==> src/rtl/alarm_pkg.sv <==
// Shared constants, state encoding and helpers for the alarm controller slice.
// Pure declarations: no latency, no flow control.
package alarm_pkg;

  localparam int STATE_W = 3;

  localparam logic [1:0] KS_OK    = 2'd0;
  localparam logic [1:0] KS_ERROR = 2'd2;
  localparam logic [1:0] KS_NOKEY = 2'd3;

  typedef enum logic [STATE_W-1:0] {
    ST_DISARMED    = 3'd0,
    ST_EXIT_DELAY  = 3'd1,
    ST_ARMED       = 3'd2,
    ST_ENTRY_DELAY = 3'd3,
    ST_ALARM       = 3'd4,
    ST_LOCKOUT     = 3'd5
  } state_e;

  function automatic logic is_armed(state_e s);
    return (s == ST_ARMED) || (s == ST_ENTRY_DELAY) || (s == ST_ALARM);
  endfunction

endpackage

==> src/rtl/key_event_sync.sv <==
// Synchronises key-checker status, emits 1-cycle key_ok/key_err edges (2 clk after input change)
// and a registered 1-cycle checker reset strobe the cycle after each event; no backpressure.
module key_event_sync
  import alarm_pkg::*;
(
  input  logic       clk,
  input  logic       reset_n,
  input  logic [1:0] key_status_i,
  output logic       key_ok_o,
  output logic       key_err_o,
  output logic       chk_rst_o
);

  logic [1:0] meta_q;
  logic [1:0] sync_q;
  logic [1:0] prev_q;
  logic       chk_rst_q;

  // chk_rst_q resets high so the checker is held for the first cycle after reset.
  always_ff @(posedge clk or negedge reset_n) begin
    if (!reset_n) begin
      meta_q    <= KS_NOKEY;
      sync_q    <= KS_NOKEY;
      prev_q    <= KS_NOKEY;
      chk_rst_q <= 1'b1;
    end else begin
      meta_q    <= key_status_i;
      sync_q    <= meta_q;
      prev_q    <= sync_q;
      chk_rst_q <= key_ok_o | key_err_o;
    end
  end

  assign key_ok_o  = (sync_q == KS_OK)    && (prev_q != KS_OK);
  assign key_err_o = (sync_q == KS_ERROR) && (prev_q != KS_ERROR);
  assign chk_rst_o = chk_rst_q;

endmodule

==> src/rtl/alarm_controller.sv <==
// Arm/disarm/alarm sequencer: inputs act 3 clk after they change, outputs registered, no backpressure.
// Optional tamper input enabled by defining ALARM_TAMPER_EN.
module alarm_controller
  import alarm_pkg::*;
#(
  parameter int EXIT_DELAY_CYC  = 8,
  parameter int ENTRY_DELAY_CYC = 6,
  parameter int SIREN_CYC       = 12,
  parameter int LOCKOUT_CYC     = 10,
  parameter int MAX_TRIES       = 3
) (
  input  logic               clk,
  input  logic               reset_n,
  input  logic [1:0]         key_status_i,
  input  logic               door_i,
  input  logic               motion_i,
`ifdef ALARM_TAMPER_EN
  input  logic               tamper_i,
`endif
  output logic               chk_rst_o,
  output logic [STATE_W-1:0] state_o,
  output logic               armed_o,
  output logic               siren_o,
  output logic [1:0]         fail_cnt_o
);

  localparam int         TIMER_W = 8;
  localparam logic [2:0] MAX_C   = 3'(MAX_TRIES);

  logic               key_ok;
  logic               key_err;
  logic [1:0]         door_q;
  logic [1:0]         motion_q;
  state_e             state_q, state_d;
  logic [TIMER_W-1:0] timer_q, timer_d;
  logic [1:0]         fail_q, fail_d;
  logic               armed_q;
  logic               siren_q;
  logic               key_ok_eff;
  logic               err_eff;
  logic               max_hit;
  logic               expired;
  logic [2:0]         fail_inc;

  key_event_sync u_key_sync (
    .clk          (clk),
    .reset_n      (reset_n),
    .key_status_i (key_status_i),
    .key_ok_o     (key_ok),
    .key_err_o    (key_err),
    .chk_rst_o    (chk_rst_o)
  );

`ifdef ALARM_TAMPER_EN
  logic [1:0] tamper_q;
  always_ff @(posedge clk or negedge reset_n) begin
    if (!reset_n) tamper_q <= '0;
    else          tamper_q <= {tamper_q[0], tamper_i};
  end
`endif

  // Loaded with N-1 so that expiry fires after exactly N cycles in the state.
  function automatic logic [TIMER_W-1:0] load_val(state_e s);
    case (s)
      ST_EXIT_DELAY:  return TIMER_W'(EXIT_DELAY_CYC - 1);
      ST_ENTRY_DELAY: return TIMER_W'(ENTRY_DELAY_CYC - 1);
      ST_ALARM:       return TIMER_W'(SIREN_CYC - 1);
      ST_LOCKOUT:     return TIMER_W'(LOCKOUT_CYC - 1);
      default:        return '0;
    endcase
  endfunction

  always_comb begin
    state_d    = state_q;
    fail_d     = fail_q;
    timer_d    = timer_q;
    key_ok_eff = key_ok && (state_q != ST_LOCKOUT);
    err_eff    = key_err && (state_q != ST_ALARM) && (state_q != ST_LOCKOUT);
    fail_inc   = {1'b0, fail_q} + 3'd1;
    max_hit    = err_eff && (fail_inc >= MAX_C);
    expired    = (timer_q == '0);

    if (key_ok_eff)   fail_d = '0;
    else if (err_eff) fail_d = max_hit ? MAX_C[1:0] : fail_inc[1:0];

    case (state_q)
      ST_DISARMED: begin
        if (key_ok_eff)   state_d = ST_EXIT_DELAY;
        else if (max_hit) state_d = ST_LOCKOUT;
      end
      ST_EXIT_DELAY: begin
        if (key_ok_eff)   state_d = ST_DISARMED;
        else if (max_hit) state_d = ST_ALARM;
        else if (expired) state_d = ST_ARMED;
      end
      ST_ARMED: begin
        if (key_ok_eff)       state_d = ST_DISARMED;
        else if (max_hit)     state_d = ST_ALARM;
        else if (motion_q[1]) state_d = ST_ALARM;
        else if (door_q[1])   state_d = ST_ENTRY_DELAY;
      end
      ST_ENTRY_DELAY: begin
        if (key_ok_eff)                           state_d = ST_DISARMED;
        else if (max_hit || motion_q[1] || expired) state_d = ST_ALARM;
      end
      ST_ALARM: begin
        if (key_ok_eff)   state_d = ST_DISARMED;
        else if (expired) state_d = ST_ARMED;
      end
      ST_LOCKOUT: begin
        if (expired) begin
          state_d = ST_DISARMED;
          fail_d  = '0;
        end
      end
      default: state_d = ST_DISARMED;
    endcase

`ifdef ALARM_TAMPER_EN
    if (tamper_q[1] && !key_ok_eff) state_d = ST_ALARM;
`endif

    if (state_d != state_q) timer_d = load_val(state_d);
`ifdef ALARM_TAMPER_EN
    else if (tamper_q[1] && state_d == ST_ALARM) timer_d = load_val(ST_ALARM);
`endif
    else if (!expired)      timer_d = timer_q - TIMER_W'(1);
  end

  always_ff @(posedge clk or negedge reset_n) begin
    if (!reset_n) begin
      door_q   <= '0;
      motion_q <= '0;
      state_q  <= ST_DISARMED;
      timer_q  <= '0;
      fail_q   <= '0;
      armed_q  <= 1'b0;
      siren_q  <= 1'b0;
    end else begin
      door_q   <= {door_q[0], door_i};
      motion_q <= {motion_q[0], motion_i};
      state_q  <= state_d;
      timer_q  <= timer_d;
      fail_q   <= fail_d;
      armed_q  <= is_armed(state_d);
      siren_q  <= (state_d == ST_ALARM);
    end
  end

  assign state_o    = state_q;
  assign armed_o    = armed_q;
  assign siren_o    = siren_q;
  assign fail_cnt_o = fail_q;

endmodule
==> config.mk <==
export PLATFORM = sky130hd
export DESIGN_NAME = alarm_controller
export DESIGN_NICKNAME = d
export VERILOG_FILES = /design/src/rtl/alarm_pkg.sv /design/src/rtl/key_event_sync.sv /design/src/rtl/alarm_controller.sv
export SDC_FILE = /design/constraint.sdc
export NUM_CORES = 1
export LEC_CHECK = 0
export ABC_CLOCK_PERIOD_IN_PS = 3000
export CAP_MARGIN = 20
export CORE_ASPECT_RATIO = 0.7
export CORE_UTILIZATION = 30
export DETAILED_ROUTE_END_ITERATION = 6
export PLACE_DENSITY = 0.55
export SLEW_MARGIN = 10
export SYNTH_ARGS = -nofsm -noshare
export SYNTH_HDL_FRONTEND = slang
export SYNTH_SLANG_ARGS = --single-unit
==> constraint.sdc <==
create_clock -name clk -period 3 [get_ports clk]
set_input_delay 0.6 -clock clk [delete_from_list [all_inputs] [get_ports clk]]
set_output_delay 0.6 -clock clk [all_outputs]
set_load 0.01 [all_outputs]
==> flow_summary.ini <==
[route]
wl_per_cell_um = 13.6
wirelength_um = 2720
viasPerCell = 5.23
drt_iter0_markers = 74
drc = 0
detail-route-antenna-nets = 0
drtPass1Iterations = 4
vias = 1045

[finish]
final_nets = 155
regArea_um2 = 659
syn_to_final_growth_pct = 19.2
fillers = 437
drive_above_1_share_pct = 18.6
fin_area_um2 = 1660
n_antenna_cell = 0
multi_input_area_um2 = 693

[global_route]
grt_max_degree = 27
grt_use_met2_pct = 18.5
antenna_found_initial = 0
grt-busiest-layer = met2
met1_usage_pct = 17.5
grt_pass1_wl_um = 4700
grt_overflow_total = 0
grt_pass1_vias = 971
grt.total_usage_pct = 12.5
met3_usage_pct = 4.07

[sta]
max-slew-margin-rel_pct = 69.1
fin_crit_ns = 2.53
maxSlewViolCount = 0
tightest_slew_ns = 0.461
hold_viol = 0
finClkSkew_ns = 0.00289
rsz0062_at_grt = false
fin_tns_setup_ns = 0
finalCritPeriodShare_pct = 84.2
setup-violations-final = 0
max_freq_mhz = 396

[cts]
cts_resized = 0
cts_made_buffers = 3
clk_path_buf_depth = 2
cts-root-buf = clkbuf_8
h-tree-depth = 1
cts_tree = built
clk_latency_ns = 0.28
cts_hold_buf = 0
cts_sinks = 26
cts_setup_buffers = 0
path_clk_slew_ns = 0.09

[floorplanning]
start_util_pct = 31.6
dieHeight_um = 59.0
core-area_um2 = 4400
dieArea_um2 = 4910
num_rows = 20
io_pins = 14
dieWidth_um = 83.4

[power]
p_leak_nw = 0.687
power_density_nw_per_um2 = 1000
ir_drop_mv = 0.278

[logic_synthesis]
netlist_area_um2 = 1390
ys.warnings.count = 0
synth.avg_cell_area_um2 = 10.8
syn_inst = 129
async_reset_ff_share_pct = 100
ys_seq_area_share_pct = 47.4
syn_nets = 138
synth_edf_count = 0
ys_types = 53
synth_top_flop_cell = dfrtp_1
ys_ff_latch = 26

[worst_setup_path]
start_kind = flip-flop
cp_slowest_stage_delay_ns = 0.39
critical_path.n_buffers_inverters = 1
cp.arrival_ns = 2.69
cp_top_family = compound AO/OA/AOI/OAI gates
timing_worst_setup_path_type = flip-flop to flip-flop
required_ns = 3.17
crit_chain = inv_1, ha_1, nor3b_2, a221oi_1, o211a_4, or3_1, a211oi_2, mux2_1
end_kind = flip-flop
crit_fanout = 4
slowest_stage = dfrtp_1

[placed_design]
place_area_um2 = 1590
portBuffers = 13
dp_hpwl_um = 2020
gp_congestion = 0.930

[status]
status = finished, final reports clean

[flow_run]
drv_cap = 0

[min_path]
hold_class = flip-flop to flip-flop
-- cell families (layout without fill, tap and decap cells) --
logic type,after synthesis,in the layout,synth area share [%]
compound gates,27,27,15.9
xor+xnor,5,5,3.15
flops,26,26,47.4
buf+inv,9,25,2.70
simple gates,56,56,25.8
fa+ha+maj,3,3,2.70
mux,3,3,2.25
-- final timing paths --
| kind | startpoint | endpoint | slack, ns | depth (start not counted) |
|---|---|---|---|---|
| worst min register to register | motion_q[0]$_DFF_PN0_ | motion_q[1]$_DFF_PN0_ | 0.35 | 0 |
| max in group asynchronous | reset_n | u_key_sync.chk_rst_o$_DFF_PN1_ | 2.01 | 2 |
| worst max-delay path | timer_q[0]$_DFFE_PN0P_ | timer_q[3]$_DFFE_PN0P_ | 0.47 | 8 |
| min in group asynchronous | reset_n | fail_cnt_o[1]$_DFF_PN0_ | 0.68 | 2 |
| worst min-delay path | motion_q[0]$_DFF_PN0_ | motion_q[1]$_DFF_PN0_ | 0.35 | 0 |
| worst max register to register | timer_q[0]$_DFFE_PN0P_ | timer_q[3]$_DFFE_PN0P_ | 0.47 | 8 |
-- layer usage --
metal  share of wire, %  wire length [um]  vias to the layer above
li1                   -                 -                      510
met1                 52              1400                      505
met2                 42              1150                       26
met3                5.5               149                        4
met4               0.59                16                        0
met5                  0                 0                        -
-- state kept, by name (all words and copies together) (netlist names) --
name / flops
motion_q: 2
state_o: 3
u_key_sync.sync_q: 2
timer_q: 8
u_key_sync.chk_rst_o: 1
door_q: 2
u_key_sync.meta_q: 2
armed_o: 1
u_key_sync.prev_q: 2
siren_o: 1
fail_cnt_o: 2
-- power by group --
part	switching, mW	total [mW]	internal [mW]	leakage, nW
combinational	0.415	0.794	0.379	0.336
sequential	0.124	0.568	0.444	0.315
clock	0.114	0.293	0.179	0.0357
-- metrics by stage --
step / total power, mW / instances / utilization, % / worst slack (ns) / hold WS, ns
6_report: 1.66 / 200 / 37.6 / 0.474 / 0.354
5_1_grt: 1.79 / 200 / 37.6 / 0.341 / 0.371
4_1_cts: 1.67 / 200 / 37.6 / 0.489 / 0.358
3_5_place_dp: 1.37 / 196 / 36.0 / 0.506 / 0.335
3_3_place_gp: 1.37 / 196 / 36.0 / 0.575 / 0.333
2_1_floorplan: 1.15 / 129 / - / 0.702 / 0.304
-- cells in the final DEF, fill, tap and decap left out, drive strengths merged, types with 2 or more instances in the layout --
cell,Yosys,routed
a2111oi,2,2
a211oi,2,2
a21oi,9,9
and2,3,3
and3,3,3
clkbuf,1,3
clkdlybuf4s50,0,13
dfrtp,19,19
dfstp,7,7
ha,3,3
inv,7,7
mux2i,2,2
nand2,5,5
nand2b,3,3
nand3,3,3
nand4,2,2
nor2,9,9
nor2b,2,2
nor3,10,10
nor4,2,2
o21ai,3,3
or2,4,4
or3,2,2
or4,2,2
xnor2,3,3
xor2,2,2
-- cell usage after synthesis (2+ instances only) --
master    count  area [um2]
xnor2_1       3        26.3
ha_1          3        37.5
nand2b_1      3        18.8
o21ai_0       2        10.0
nor3_1        9        45.0
nand2_1       5        18.8
dfstp_2       7         184
dfrtp_1      19         475
nor2b_1       2        12.5
and2_1        3        18.8
and3_1        3        18.8
nand3_1       3        15.0
mux2i_1       2        20.0
a21oi_1       9        45.0
or3_1         2        12.5
nor2_1        8        30.0
or2_1         2        12.5
xor2_1        2        17.5
or2_2         2        12.5
or4_1         2        15.0
inv_1         6        22.5
-- cell type report --
class | instances | area share (%)
multi-input combinational | 94 | 41.8
sequential | 26 | 39.8
timing repair buffer | 14 | 8.31
tap | 55 | 4.15
clock buffer | 3 | 2.49
clock inverter | 1 | 1.81
inverter | 7 | 1.59
Note: power is estimated with default switching activity, not from simulation.
